--- src/rtl/bp_pht_update_queue_pkg.sv ---
// Shared fetch-unit types for the gshare predictor: PHT counter type, update entry
// and the saturating-counter helper reused by the predictors.
package bp_pht_update_queue_pkg;

  localparam int unsigned PhtIndexWidth = 10;

  typedef logic [1:0] pht_ctr_t;

  localparam pht_ctr_t PHT_COUNTER_MAX = 2'd3;

  typedef struct packed {
    logic [PhtIndexWidth-1:0] idx;
    logic                     taken;
  } pht_update_entry_t;

  function automatic pht_ctr_t pht_ctr_update(pht_ctr_t ctr, logic taken);
    if (taken) begin
      return (ctr == PHT_COUNTER_MAX) ? ctr : ctr + 2'd1;
    end
    return (ctr == '0) ? ctr : ctr - 2'd1;
  endfunction

endpackage

--- src/rtl/bp_pht_update_queue_fifo.sv ---
// Generic circular FIFO (power-of-two depth). A push while full is dropped, even when a
// pop happens in the same cycle.
module bp_pht_update_queue_fifo #(
  parameter int unsigned Depth = 4,
  parameter int unsigned Width = 11
) (
  input  logic                     clk_i,
  input  logic                     rst_ni,
  input  logic                     push_i,
  input  logic [Width-1:0]         data_i,
  input  logic                     pop_i,
  output logic [Width-1:0]         data_o,
  output logic [$clog2(Depth):0]   occupancy_o,
  output logic                     full_o,
  output logic                     empty_o
);

  localparam int unsigned PtrW = $clog2(Depth);
  localparam logic [PtrW:0] DepthCnt = (PtrW + 1)'(Depth);

  logic [Width-1:0] mem_q [Depth];
  logic [PtrW-1:0]  wr_ptr_q, wr_ptr_d;
  logic [PtrW-1:0]  rd_ptr_q, rd_ptr_d;
  logic [PtrW:0]    occ_q, occ_d;
  logic             do_push, do_pop;

  always_comb begin
    full_o      = (occ_q == DepthCnt);
    empty_o     = (occ_q == '0);
    occupancy_o = occ_q;
    data_o      = mem_q[rd_ptr_q];
    do_push     = push_i && !full_o;
    do_pop      = pop_i && !empty_o;
    wr_ptr_d    = do_push ? wr_ptr_q + PtrW'(1) : wr_ptr_q;
    rd_ptr_d    = do_pop ? rd_ptr_q + PtrW'(1) : rd_ptr_q;
    unique case ({do_push, do_pop})
      2'b10:   occ_d = occ_q + (PtrW + 1)'(1);
      2'b01:   occ_d = occ_q - (PtrW + 1)'(1);
      default: occ_d = occ_q;
    endcase
  end

  always_ff @(posedge clk_i or negedge rst_ni) begin
    if (!rst_ni) begin
      wr_ptr_q <= '0;
      rd_ptr_q <= '0;
      occ_q    <= '0;
    end else begin
      wr_ptr_q <= wr_ptr_d;
      rd_ptr_q <= rd_ptr_d;
      occ_q    <= occ_d;
    end
  end

  // Storage needs no reset: occupancy gates every read.
  always_ff @(posedge clk_i) begin
    if (do_push) begin
      mem_q[wr_ptr_q] <= data_i;
    end
  end

endmodule

--- src/rtl/bp_pht_update_queue.sv ---
// Buffers committed branch outcomes and drains them into the gshare PHT through a
// two-stage read-modify-write pipeline with same-index forwarding.
module bp_pht_update_queue
  import bp_pht_update_queue_pkg::*;
#(
  parameter int unsigned QUEUE_DEPTH     = 4,
  parameter int unsigned PHT_INDEX_WIDTH = 10,
  parameter int unsigned PC_WIDTH        = 32
) (
  input  logic                           clk,
  input  logic                           rst,
  input  logic                           enq_valid,
  input  logic [PC_WIDTH-1:0]            enq_pc,
  input  logic [PHT_INDEX_WIDTH-1:0]     enq_history,
  input  logic                           enq_taken,
  output logic                           enq_ready,
  input  logic                           pht_grant,
  output logic                           pht_rd_en,
  output logic [PHT_INDEX_WIDTH-1:0]     pht_rd_index,
  input  logic [1:0]                     pht_rd_data,
  output logic                           pht_we,
  output logic [PHT_INDEX_WIDTH-1:0]     pht_wr_index,
  output logic [1:0]                     pht_wr_data,
  output logic [$clog2(QUEUE_DEPTH):0]   occupancy
);

  localparam int unsigned EntryW = PHT_INDEX_WIDTH + 1;

  logic [EntryW-1:0]          enq_entry, head_entry;
  logic [PHT_INDEX_WIDTH-1:0] enq_idx, head_idx;
  logic                       fifo_full, fifo_empty, issue;

  logic                       s1_valid_q, s1_valid_d;
  logic [PHT_INDEX_WIDTH-1:0] s1_idx_q, s1_idx_d;
  logic                       s1_taken_q, s1_taken_d;
  logic                       fwd_valid_q, fwd_valid_d;
  logic [PHT_INDEX_WIDTH-1:0] fwd_idx_q, fwd_idx_d;
  pht_ctr_t                   fwd_data_q, fwd_data_d;
  logic                       fwd_hit;
  pht_ctr_t                   ctr_cur, ctr_new;

  logic unused_pc;
  assign unused_pc = ^{enq_pc[PC_WIDTH-1:PHT_INDEX_WIDTH+2], enq_pc[1:0]};

  assign enq_idx   = enq_pc[PHT_INDEX_WIDTH+1:2] ^ enq_history;
  assign enq_entry = {enq_idx, enq_taken};
  assign head_idx  = head_entry[EntryW-1:1];
  assign enq_ready = !fifo_full;

  bp_pht_update_queue_fifo #(
    .Depth (QUEUE_DEPTH),
    .Width (EntryW)
  ) u_fifo (
    .clk_i       (clk),
    .rst_ni      (rst),
    .push_i      (enq_valid),
    .data_i      (enq_entry),
    .pop_i       (issue),
    .data_o      (head_entry),
    .occupancy_o (occupancy),
    .full_o      (fifo_full),
    .empty_o     (fifo_empty)
  );

  always_comb begin
    issue        = !fifo_empty && pht_grant;
    pht_rd_en    = issue;
    pht_rd_index = issue ? head_idx : '0;

    // The PHT read issued alongside the previous write cannot see it; take the
    // value from the forwarding register instead.
    fwd_hit      = s1_valid_q && fwd_valid_q && (fwd_idx_q == s1_idx_q);
    ctr_cur      = fwd_hit ? fwd_data_q : pht_ctr_t'(pht_rd_data);
    ctr_new      = pht_ctr_update(ctr_cur, s1_taken_q);

    pht_we       = s1_valid_q;
    pht_wr_index = s1_valid_q ? s1_idx_q : '0;
    pht_wr_data  = s1_valid_q ? ctr_new : '0;

    s1_valid_d   = issue;
    s1_idx_d     = issue ? head_idx : s1_idx_q;
    s1_taken_d   = issue ? head_entry[0] : s1_taken_q;

    // A write with no concurrent issue lands before any later read, so forwarding ends.
    fwd_valid_d  = s1_valid_q && issue;
    fwd_idx_d    = s1_valid_q ? s1_idx_q : fwd_idx_q;
    fwd_data_d   = s1_valid_q ? ctr_new : fwd_data_q;
  end

  always_ff @(posedge clk or negedge rst) begin
    if (!rst) begin
      s1_valid_q  <= 1'b0;
      s1_idx_q    <= '0;
      s1_taken_q  <= 1'b0;
      fwd_valid_q <= 1'b0;
      fwd_idx_q   <= '0;
      fwd_data_q  <= '0;
    end else begin
      s1_valid_q  <= s1_valid_d;
      s1_idx_q    <= s1_idx_d;
      s1_taken_q  <= s1_taken_d;
      fwd_valid_q <= fwd_valid_d;
      fwd_idx_q   <= fwd_idx_d;
      fwd_data_q  <= fwd_data_d;
    end
  end

endmodule

--- config.mk ---
export PLATFORM = sky130hd
export DESIGN_NAME = bp_pht_update_queue
export DESIGN_NICKNAME = d
export VERILOG_FILES = /design/src/rtl/bp_pht_update_queue_pkg.sv /design/src/rtl/bp_pht_update_queue_fifo.sv /design/src/rtl/bp_pht_update_queue.sv
export SDC_FILE = /design/constraint.sdc
export NUM_CORES = 1
export LEC_CHECK = 0
export ABC_CLOCK_PERIOD_IN_PS = 5000
export CAP_MARGIN = 20
export CORE_MARGIN = 2
export CORE_UTILIZATION = 56
export CTS_BUF_LIST = sky130_fd_sc_hd__clkbuf_8
export CTS_CLUSTER_DIAMETER = 60
export DETAILED_ROUTE_END_ITERATION = 10
export HOLD_SLACK_MARGIN = 0.05
export PLACE_DENSITY = 0.86
export SETUP_SLACK_MARGIN = 0.3
export SLEW_MARGIN = 15
export SYNTH_ARGS = -nofsm -noshare
export SYNTH_HDL_FRONTEND = slang
export SYNTH_HIERARCHICAL = 1
export SYNTH_SLANG_ARGS = --single-unit
--- constraint.sdc ---
create_clock -name clk -period 5 [get_ports clk]
set_input_delay 0.75 -clock clk [delete_from_list [all_inputs] [get_ports clk]]
set_output_delay 0.75 -clock clk [all_outputs]
set_load 0.005 [all_outputs]
After elaboration in Yosys (flattened, before gate mapping)
Memory sizes are Yosys's and may differ from the RTL's.
Cells that the tools add are included.
- add/sub/neg operators: 6
- $mul: 0
- divide/modulo/power cells: 0
- $lt $le $gt $ge: 0
- equal/unequal tests: 5
- shifts and indexed selects: 0
- mux-type cells: 12
- bitwise gates (word level): 1
- reduce and logical (&&, ||, !) cells: 11
- operators by type and width (operator ; number):
    $mux W10 ; 2
    $mux W2 ; 6
    $eq A10 B10 Y1 ; 1
    $xor A10 B10 Y10 ; 1
    $add A2 B1 Y2 const B ; 3
    $logic_and A1 B1 Y1 ; 6
    $pmux W3 S2 ; 1
    $eq A2 B2 Y1 const B ; 2
    $add A3 B1 Y3 const B ; 1
    $eq A3 B3 Y1 const B ; 1
    $logic_not A3 Y1 ; 1
    $mux W1 ; 3
    $sub A3 B1 Y3 const B ; 1
    $eq A2 B1 Y1 const B ; 1
    $logic_not A1 Y1 ; 2
    $logic_not A2 Y1 ; 1
    $reduce_bool A2 Y1 ; 1
    $sub A2 B1 Y2 const B ; 1
- flip-flop bits (word level): 32
- latch bits: 0
- memory bits (writable): 44
- ROM bits: 0
- input bits: 49
- output and inout port bits: 28
- word-level logic and storage cells: 45
- memories kept: 1
- memory list (memory ; depth ; width ; read ports ; clocked after Yosys merged registers in ; write ports ; line ; RTL):
    u_fifo.mem_q ; 4 ; 11 ; 1 ; 0 ; 1 ; bp_pht_update_queue_fifo.sv:21 ; logic [Width-1:0] mem_q [Depth];

Depth between registers and ports, before layout
- depth in word-level cells: 8
- depth in mapped cells: 10
- mapped depth without buffers: 9

Modules after synthesis
The synthesis kept the hierarchy.
- by module, submodules not included (module ; times used ; cells each ; area an instance (um2)):
    bp_pht_update_queue_fifo ; 1 ; 94 ; 2031.9
    bp_pht_update_queue ; 1 ; 113 ; 1302.5

Worst setup path before layout
No wires, ideal clock.
- path kind: input to register
- start point: in pht_grant
- end point: reg u_fifo.occ_q[2] (netlist: u_fifo/occupancy_o[2])
- setup time: 0.079 ns
- arrival time: 2.487 ns
- required time: 4.921 ns
- path slack: 2.434 ns
- stages: 9
- buffers on the path: 1
- cell sequence: nor2b_1 clkbuf_1 o31a_2 ha_1 inv_1 fa_1 xor2_1 nor2_1 xor2_1
- longest elaborated chain between the ends: 4
- RTL lines (what ; line ; RTL):
    from (decl) ; bp_pht_update_queue.sv:17 ; input logic pht_grant,
    $logic_and A1 B1 Y1 * ; bp_pht_update_queue.sv:66 ; issue = !fifo_empty && pht_grant;
    named net pht_rd_en ; bp_pht_update_queue.sv:18 ; output logic pht_rd_en,
    $logic_and A1 B1 Y1 * ; bp_pht_update_queue_fifo.sv:33 ; do_pop = pop_i && !empty_o;
    named net u_fifo.do_pop ; bp_pht_update_queue_fifo.sv:25 ; logic do_push, do_pop;
    $eq A2 B1 Y1 / $eq A2 B2 Y1 (equally long branches) ; bp_pht_update_queue_fifo.sv:36 ; unique case ({do_push, do_pop})
    $pmux W3 S2 / $reduce_bool A2 Y1 (equally long branches) ; -- ;
    to (signal assigned) ; bp_pht_update_queue_fifo.sv:47 ; occ_q <= '0;
    to (signal assigned) ; bp_pht_update_queue_fifo.sv:51 ; occ_q <= occ_d;
    to (decl) ; bp_pht_update_queue_fifo.sv:24 ; logic [PtrW:0] occ_q, occ_d;
Mark *: on every way through the listed nets, which the timed path passes. The rest lies on a longest branch.
A chain may end at the register's enable or synchronous reset.

Worst setup path in the final report
- start point: reg u_fifo.rd_ptr_q[0]
- end point: out pht_rd_index[2]
- longest elaborated chain between the ends: 2
- RTL lines (what ; line ; RTL):
    from (decl) ; bp_pht_update_queue_fifo.sv:23 ; logic [PtrW-1:0] rd_ptr_q, rd_ptr_d;
    from (signal assigned) ; bp_pht_update_queue_fifo.sv:50 ; rd_ptr_q <= rd_ptr_d;
    $mem_v2 Z4 W11 ; -- ;
    named net head_entry[3] ; bp_pht_update_queue.sv:29 ; logic [EntryW-1:0] enq_entry, head_entry;
    $mux W10 ; bp_pht_update_queue.sv:68 ; pht_rd_index = issue ? head_idx : '0;
    to (decl) ; bp_pht_update_queue.sv:19 ; output logic [PHT_INDEX_WIDTH-1:0] pht_rd_index,
The timed path passes the listed nets, and every way through them passes these cells.

==> flow_summary.toml <==
[placement]
port_buffers = 54
post-place-ws_ns = 1.90
numPlacedInstances = 332
placed_area_sq_mm = 0.00395
gp_routability_congestion = 0.763
dp_hpwl_um = 3760

[detailed_routing]
wirelength_um = 5380
wl_per_cell_um = 15.5
drtIter0Drc = 120
route.vias.total = 1826
drtAntennaViolNets = 0
drt_first_pass_iters = 4
drc = 0
via_per_inst = 5.25

[layout]
nets = 323
ff_latch_area_sq_mm = 0.00212
drive_gt1_frac = 0.190
antennaDiodeCount = 0
synthToLayoutAreaGrowth_pct = 25.0
multiInputGateArea_sq_mm = 0.00115
final_util = 0.712
final_cells = 348
fillCellCount = 393
finalInstanceArea_sq_mm = 0.00417

[sta]
max-slew-margin-rel = 0.473
fmax_mhz = 307
min_period_ns = 3.26
finalCritPeriodShare = 0.651
drv_slew = 0
finalSetupTns_ns = 0
whs_ns = 0.501
hold_viol_final = 0
rsz0062_at_grt = "false"
setup_viol = 0
finalClockSkew_ns = 0.00536
setup_ws_ns = 1.74
max_slew.worst_pin.slew_ns = 0.790

[worst_setup_path]
critPathTopFamily = "flip-flops"
cp-start-kind = "flop"
crit_buf_inv = 1
arrival_ns = 2.51
end_kind = "output pin"
slowest_delay_ns = 0.86
path_max_fanout = 13
cp.required_ns = 4.25
critPathSlowestCell = "dfrtp_1"
critPathKind = "flop to output pin"
path_cells = "mux4_1, and2_1, clkdlybuf4s50_1"

[run_status]
status = "finished, final reports clean"

[pwr]
swShare = 0.304
p_per_area_mw_per_mm2 = 570
p_comb_frac = 0.345
p_int_mw = 1.65
cellLeakagePower_nw = 1.64
p_clk_frac = 0.208
p_total_mw = 2.38
p_switching_mw = 0.723
pwr-share-seq = 0.447
vdd_drop_max_uv = 352

[logic_synthesis]
synthesis.nets = 262
yosysMostFrequentCell = "edfxtp_1"
netlist_instances = 207
yosysSeqAreaShare = 0.636
ys_top_cells_by_area = "edfxtp_1 (40%), dfrtp_1 (24%), mux4_2 (6.8%)"
synth-edff-count = 44
netlist_area_sq_mm = 0.00333
synth_xor_xnor_area_share = 0.0683
async_flop_share = 0.421
synthAdderAreaFrac = 0.0308
synth_warnings = 6
synth_common_cells = "edfxtp_1 (44), dfrtp_1 (32), xor2_1 (23), and2_1 (20), mux2_2 (11)"
synth-compound-area-share = 0.0432
synth_ff_type = "edfxtp_1"
synth_top_family_by_area = "multiplexers"
avgSynthCellArea_sq_um = 16.1
ys_seq_elements = 76
netlist.area_leader.share = 0.396
ys_types = 33
yosysTopAreaCell = "edfxtp_1"
synth_mux_area_frac = 0.120
synth-simple-area-share = 0.0814

[cts]
clkTransAtPathRegs_ns = 0.08
cts_buffers = 9
hold_buffers = 0
cts.path.max_buffers = 2
post_cts_buffers = 0
clk-insertion-delay-late_ns = 0.34
cts-htree-levels = 3
cts_root_buf = "clkbuf_8"
ctsResizeCount = 0
cts.sinks = 76
cts_tree = "built"

[floorplanning]
die_area_sq_mm = 0.00659
fp.dieW_um = 81.2
core_area_sq_mm = 0.00585
num_io_pins = 77
initial_utilization = 0.570
rows = 28
fp.dieH_um = 81.2

[grt]
grt_max_degree = 33
antenna_found_initial = 0
grt_first_pass_wirelength_um = 8730
gr-total-overflow = 0
first_global_vias = 1845
gr-usage-all-layers = 0.184

[worst_hold_path]
hp-class = "flop to flop"

[job]
maxCapViolations = 0
state kept, by name, indices dropped and copies added, names as in the netlist:
register,cells
u_fifo/mem_q,44
fwd_idx_q,10
s1_idx_q,10
u_fifo/occupancy_o,3
fwd_data_q,2
u_fifo/rd_ptr_q,2
u_fifo/wr_ptr_q,2
fwd_valid_q,1
pht_we,1
s1_taken_q,1
worst paths after layout:
path / startpoint / endpoint / slack [ns] / cells past startpoint
setup / recovery: u_fifo/rd_ptr_q[0]$_DFFE_PN0P_ / pht_rd_index[2] / 1.74 / 3
hold / removal: fwd_idx_q[4]$_DFFE_PN0P_ / fwd_idx_q[4]$_DFFE_PN0P_ / 0.50 / 1
setup reg to reg: u_fifo/occupancy_o[0]$_DFFE_PN0P_ / u_fifo/occupancy_o[2]$_DFFE_PN0P_ / 2.70 / 10
hold reg to reg: fwd_idx_q[4]$_DFFE_PN0P_ / fwd_idx_q[4]$_DFFE_PN0P_ / 0.50 / 1
max in group asynchronous: rst / s1_idx_q[5]$_DFFE_PN0P_ / 3.91 / 2
min in group asynchronous: rst / s1_idx_q[4]$_DFFE_PN0P_ / 0.80 / 2
logic make-up after synthesis:
group | Yosys count
flip-flops | 76
multiplexers | 24
buffers and inverters | 15
AND/OR/NAND/NOR | 40
XOR/XNOR | 26
adder cells (fa/ha/maj) | 8
AO/OA/AOI/OAI | 18
layer usage:
metal,track usage,routed length [um]
met3,0.0567,240
met5,0,0
met2,0.301,2640
met1,0.231,2430
met4,0.0729,72
worst register-to-register path, cell delays in order, from the launching register on:
cell	delay (ns)
dfrtp_1	0.51
nor3_1	0.10
nor2b_1	0.11
buf_4	0.27
o31a_2	0.23
ha_1	0.18
inv_1	0.06
fa_1	0.37
xor2_1	0.15
nor2_1	0.11
xor2_1	0.15
power by group through the flow:
stage / Clock (mW) / Sequential (mW) / Combinational [mW]
after floorplan: 0 / 0.998 / 0.578
after global placement: 0 / 1.06 / 0.801
after detailed placement: 0 / 1.08 / 0.830
after CTS: 0.508 / 1.07 / 0.832
after global routing: 0.534 / 1.10 / 0.902
final: 0.494 / 1.06 / 0.820
layout make-up:
type | count | area share
repair buffers | 56 | 0.133
multi-input cells | 116 | 0.275
clock inverters | 7 | 0.0219
flip-flops and latches | 76 | 0.509
inverters | 9 | 0.00811
well taps | 75 | 0.0225
clock buffers | 9 | 0.0297
cells in the final DEF, fill, tap and decap left out, drive strengths merged, types with 3 or more instances in the layout:
cell	instances
xor2	23
a21o	10
clkdlybuf4s50	54
mux2	12
inv	9
ha	5
clkinvlp	3
edfxtp	44
nand2	4
xnor2	3
and2	25
dfrtp	32
clkbuf	9
mux4	11
Power figures use the tool's default switching activity.
